==> src/rtl/window_stats_collector.sv <==
// Per-window statistics over the sign-converted sample stream: signed sum, min, max
// and mean, handed to the bus-side reader under a valid/ack handshake.
module window_stats_collector #(
  parameter int DW = 32,
  parameter int N  = 64,
  parameter int CW = $clog2(N),
  parameter int SW = DW + CW
) (
  input  logic          iClk,
  input  logic          iRst_n,
  input  logic          iEnable,
  input  logic [DW-1:0] iData,
  input  logic          iFinish,
  input  logic          iAck,
  output logic          oValid,
  output logic [SW-1:0] oSum,
  output logic [DW-1:0] oMin,
  output logic [DW-1:0] oMax,
  output logic [DW-1:0] oMean,
  output logic [CW:0]   oCount,
  output logic          oMismatch,
  output logic          oAbort,
  output logic          oBusy
);

  typedef enum logic [1:0] {
    S_IDLE,
    S_ACC,
    S_HOLD,
    S_WAIT_LOW
  } state_t;

  localparam logic [CW-1:0] LP_LAST = CW'(N - 1);

  state_t r_state;
  state_t w_state_nx;

  logic [SW-1:0] r_acc_sum;
  logic [DW-1:0] r_acc_min;
  logic [DW-1:0] r_acc_max;
  logic [CW-1:0] r_idx;

  logic [SW-1:0] r_sum;
  logic [DW-1:0] r_min;
  logic [DW-1:0] r_max;
  logic [DW-1:0] r_mean;
  logic [CW:0]   r_count;
  logic          r_mism;
  logic          r_valid;
  logic          r_abort;

  logic [SW-1:0] w_sext;
  logic [SW-1:0] w_sum_nx;
  logic [DW-1:0] w_min_nx;
  logic [DW-1:0] w_max_nx;
  logic          w_last;
  logic          w_done;

  assign w_sext   = {{CW{iData[DW-1]}}, iData};
  assign w_sum_nx = r_acc_sum + w_sext;
  assign w_min_nx = ($signed(iData) < $signed(r_acc_min)) ? iData : r_acc_min;
  assign w_max_nx = ($signed(iData) > $signed(r_acc_max)) ? iData : r_acc_max;
  assign w_last   = (r_idx == LP_LAST);
  assign w_done   = iFinish || w_last;

  // State register
  always_ff @(posedge iClk) begin
    if (!iRst_n) begin
      r_state <= S_IDLE;
    end else begin
      r_state <= w_state_nx;
    end
  end

  // Next-state logic
  always_comb begin
    w_state_nx = r_state;
    case (r_state)
      S_IDLE: begin
        if (iEnable) begin
          w_state_nx = S_ACC;
        end
      end
      S_ACC: begin
        if (!iEnable) begin
          w_state_nx = S_IDLE;
        end else if (w_done) begin
          w_state_nx = S_HOLD;
        end
      end
      S_HOLD: begin
        if (iAck) begin
          w_state_nx = iEnable ? S_WAIT_LOW : S_IDLE;
        end
      end
      S_WAIT_LOW: begin
        if (!iEnable) begin
          w_state_nx = S_IDLE;
        end
      end
      default: w_state_nx = S_IDLE;
    endcase
  end

  // Output decode
  always_comb begin
    oBusy = (r_state == S_ACC);
  end

  always_ff @(posedge iClk) begin
    if (!iRst_n) begin
      r_acc_sum <= '0;
      r_acc_min <= '0;
      r_acc_max <= '0;
      r_idx     <= '0;
      r_sum     <= '0;
      r_min     <= '0;
      r_max     <= '0;
      r_mean    <= '0;
      r_count   <= '0;
      r_mism    <= 1'b0;
      r_valid   <= 1'b0;
      r_abort   <= 1'b0;
    end else begin
      r_abort <= 1'b0;
      case (r_state)
        S_IDLE: begin
          if (iEnable) begin
            r_acc_sum <= w_sext;
            r_acc_min <= iData;
            r_acc_max <= iData;
            r_idx     <= CW'(1);
          end
        end
        S_ACC: begin
          if (!iEnable) begin
            r_abort   <= 1'b1;
            r_acc_sum <= '0;
            r_acc_min <= '0;
            r_acc_max <= '0;
            r_idx     <= '0;
          end else if (w_done) begin
            // SW = DW + CW, so the arithmetic shift by CW truncated to DW is the top DW bits.
            r_sum     <= w_sum_nx;
            r_min     <= w_min_nx;
            r_max     <= w_max_nx;
            r_mean    <= w_sum_nx[SW-1:CW];
            r_count   <= (CW+1)'(r_idx) + (CW+1)'(1);
            r_mism    <= !(iFinish && w_last);
            r_valid   <= 1'b1;
            r_acc_sum <= '0;
            r_acc_min <= '0;
            r_acc_max <= '0;
            r_idx     <= '0;
          end else begin
            r_acc_sum <= w_sum_nx;
            r_acc_min <= w_min_nx;
            r_acc_max <= w_max_nx;
            r_idx     <= r_idx + CW'(1);
          end
        end
        S_HOLD: begin
          if (iAck) begin
            r_valid <= 1'b0;
          end
        end
        default: ;
      endcase
    end
  end

  assign oValid    = r_valid;
  assign oSum      = r_sum;
  assign oMin      = r_min;
  assign oMax      = r_max;
  assign oMean     = r_mean;
  assign oCount    = r_count;
  assign oMismatch = r_mism;
  assign oAbort    = r_abort;

endmodule

==> config.mk <==
export PLATFORM = sky130hd
export DESIGN_NAME = window_stats_collector
export DESIGN_NICKNAME = d
export VERILOG_FILES = /design/src/rtl/window_stats_collector.sv
export SDC_FILE = /design/constraint.sdc
export NUM_CORES = 1
export LEC_CHECK = 0
export ABC_AREA = 1
export CAP_MARGIN = 20
export CELL_PAD_IN_SITES_DETAIL_PLACEMENT = 1
export CELL_PAD_IN_SITES_GLOBAL_PLACEMENT = 1
export CORE_MARGIN = 4
export CORE_UTILIZATION = 43
export CTS_CLUSTER_SIZE = 28
export DETAILED_ROUTE_END_ITERATION = 16
export PLACE_DENSITY = 0.95
export SYNTH_ARGS = -nofsm -noshare
export SYNTH_HDL_FRONTEND = slang
export SYNTH_SLANG_ARGS = --single-unit
export TNS_END_PERCENT = 1
==> constraint.sdc <==
create_clock -name iClk -period 6.41 [get_ports iClk]
set_input_delay 1.282 -clock iClk [delete_from_list [all_inputs] [get_ports iClk]]
set_output_delay 1.282 -clock iClk [all_outputs]
set_load 0.03 [all_outputs]
==> results.tsv <==
metric	value	unit
FF-to-FF End	oMax[0]	
largest net degree at the start of global routing	106	
slowest stage delay, CP	0.75	ns
commonest non-fill, non-tap cell in the layout	nand2_1	
FF-to-FF path depth	15	
Hold Vio Cnt, Final	0	
Design Area, Final	0.0172	mm²
total iterations of the first detailed-routing run	5	
post-layout minimum cycle time	4.80	ns
Clock Path Buffers	3	
CTS tree	done	
die area	0.0367	mm²
max-slew violations	0	
CTS Hold Bufs	0	
switching share of power	39.3	%
PwrDens	287	mW/mm²
cell mode on critical path	nand2_1	
H-tree depth	1	
Int Pwr	0.00300	W
TritonCTS buffer count	26	
Clk pwr share	32.7	%
hold slack final	0.503	ns
max cap viols	0	
Rel. slew slack	38.0	%
Ys Warns	0	
HPWL Detailed	40300	µm
final wirelength	57000	µm
flop2flop setup slack	2.84	ns
Worst Path Max Fanout	33	
via count	15800	
clk_lat worst skew	0.56	ns
final cell count without fillers	2836	
RSZ-0062 raised after global routing	false	
setup TNS	0	ns
layout net count	2515	
CTS root buffer	clkbuf_16	
Worst Path Arrival	5.30	ns
Seq pwr share	32.1	%
Hold WC Path Type	reg2reg	
GRT Total Usage	30.4	%
DIE WIDTH	192	µm
crit path to	oMax[0]	
initial detailed-routing violation count	1090	
layout cells sized above 1	3.64	%
CTS Sinks	222	
Power Total	0.00494	W
Mapped Area	0.0145	mm²
initial antenna violation count	2	
peak supply drop	189	µV
Final Cycle Share	74.8	%
status	finished clean	
synth unique cells	47	
worst flop-to-flop path startpoint	r_acc_max[5]	
Placed Cells	2789	
ANT nets after route	0	
placed inst area	0.0163	mm²
vias per cell	5.58	
commonest cells after routing, fill and taps aside	nand2_1, inv_1, nor2_1	
vias in the first global route	16600	
GPL Wtd Cong	0.944	
first-pass GRT wire length	90300	µm
Clock Skews	0.0248	ns
CP cell instances	clkdlybuf4s50_1 -> ha_1 -> nand2_1 -> nor2_1 -> nand2_1 -> nor2_1 -> nand2_1 -> nand3_2 -> nand3_4 -> nand2_1 -> nand2_1 -> nand2_1 -> nand2_1 -> inv_1	
Post-CTS Resized	0	
WL/cell	20.1	µm
crit path capture type	register	
Syn Area/Cell	6.35	µm²
post-CTS setup buffers	0	
Layout area overhead	18.8	%
flops & latches, synth	222	
Core Region	0.0329	mm²
CP Launch Type	primary input	
PortBufs	181	
Setup-failing EPs final	0	
Comb pwr share	35.2	%
required time of the critical path	6.92	ns
CP startpoint	iData[31]	
total congestion overflow	0	
Worst Tran Pin Value	0.926	ns
CP Class	in2reg	
DRC viols	0	
Synth Instances	2282	
Seq/Total Area, Yosys	30.7	%
Die Y	192	µm
Lkg Pwr	8.19	nW
initial core utilization	44.1	%
Switch Pwr	0.00194	W
FP Rows	66	
slowest cell on the critical path	clkdlybuf4s50_1	
Clock transition at path regs	0.06	ns
I/O Pins	182	
syn nets	2421	
fmax	208	MHz
worst max-delay path: cells and delay by family:
| family | cells | cell delay [ns] |
|---|---|---|
| buffers and inverters | 2 | 0.80 |
| adders and majority gates | 1 | 0.55 |
| and+or+nand+nor | 11 | 2.64 |
sequential cells by signal, summed over array words and instances (netlist names):
name       cells
r_state        2
r_acc_sum     38
r_acc_max     32
r_acc_min     32
oAbort         1
oValid         1
oCount         7
oMax          32
oMismatch      1
oMin          32
oSum          38
r_idx          6
logic make-up after synthesis:
family | after synthesis | share of synthesized area [%]
adder cells (fa/ha/maj) | 102 | 8.86
XOR/XNOR | 23 | 1.39
AO/OA/AOI/OAI | 357 | 13.3
AND/OR/NAND/NOR | 1097 | 31.7
buffers and inverters | 481 | 14.1
flip-flops | 222 | 30.7
power groups by stage:
stage | Sequential, W | Clock (W) | Combinational [W]
after global placement | 0.00160 | 0 | 0.00158
after CTS | 0.00158 | 0.00164 | 0.00171
after global routing | 0.00159 | 0.00169 | 0.00191
after detailed placement | 0.00161 | 0 | 0.00167
final | 0.00158 | 0.00162 | 0.00174
after floorplan | 0.00168 | 0 | 0.00105
cell type report:
type,count,area (µm²)
diodes,1,2.50
clock buffers,31,719
flip-flops and latches,222,4440
fillers,4442,15700
multi-input cells,1579,8000
well taps,442,553
inverters,354,1330
clock inverters,14,193
repair buffers,193,1960
how the worst min path moves through the flow:
| stage | startpoint | to | slack [ns] | cells after the start |
|---|---|---|---|---|
| CTS | r_acc_sum[19] | r_acc_sum[19] | 0.50 | 2 |
| global placement | oCount[6] | oCount[6] | 0.47 | 2 |
| finish | r_acc_sum[6] | r_acc_sum[6] | 0.50 | 2 |
| floorplan | r_idx[0] | oCount[0] | 0.45 | 1 |
| detailed placement | r_acc_sum[19] | r_acc_sum[19] | 0.49 | 2 |
| global route | r_acc_sum[12] | r_acc_sum[12] | 0.52 | 2 |
through the flow:
step / util, % / setup slack (ns)
2_1_floorplan: - / 3.29
3_3_place_gp: 49.4 / 1.22
3_5_place_dp: 49.5 / 1.11
4_1_cts: 52.3 / 1.69
5_1_grt: 52.4 / 1.40
6_report: 52.4 / 1.61
per-layer routing:
| layer | track usage [%] | wire length, µm | share of wire (%) | vias up |
|---|---|---|---|---|
| met5 | 0 | 17 | 0.030 | - |
| met4 | 9.12 | 1550 | 2.7 | 2 |
| met2 | 51.4 | 26500 | 47 | 614 |
| met1 | 39.9 | 24500 | 43 | 7695 |
| met3 | 5.09 | 4370 | 7.7 | 114 |
| li1 | - | - | - | 7411 |
cells in the mapped netlist, drive strengths merged:
master	number	share of area (%)
a2111oi	1	0.060
a211oi	1	0.086
a21boi	2	0.10
a21o	8	0.41
a21oi	161	5.6
a221oi	1	0.060
a2bb2oi	2	0.12
a31oi	25	1.1
buf	88	3.9
clkbuf	39	1.0
dfxtp	222	31
fa	1	0.14
ha	101	8.7
inv	354	9.2
nand2	577	15
nand3	171	6.1
nand3b	7	0.36
nand4	44	1.9
nor2	283	7.7
nor3	11	0.38
nor3b	1	0.052
nor4	2	0.13
o211a	1	0.069
o211ai	4	0.24
o21a	10	0.52
o21ai	136	4.7
o21bai	3	0.16
o311ai	2	0.12
or2	1	0.043
xnor2	4	0.24
xor2	19	1.1
No activity file was read; power rests on OpenSTA's default activity.
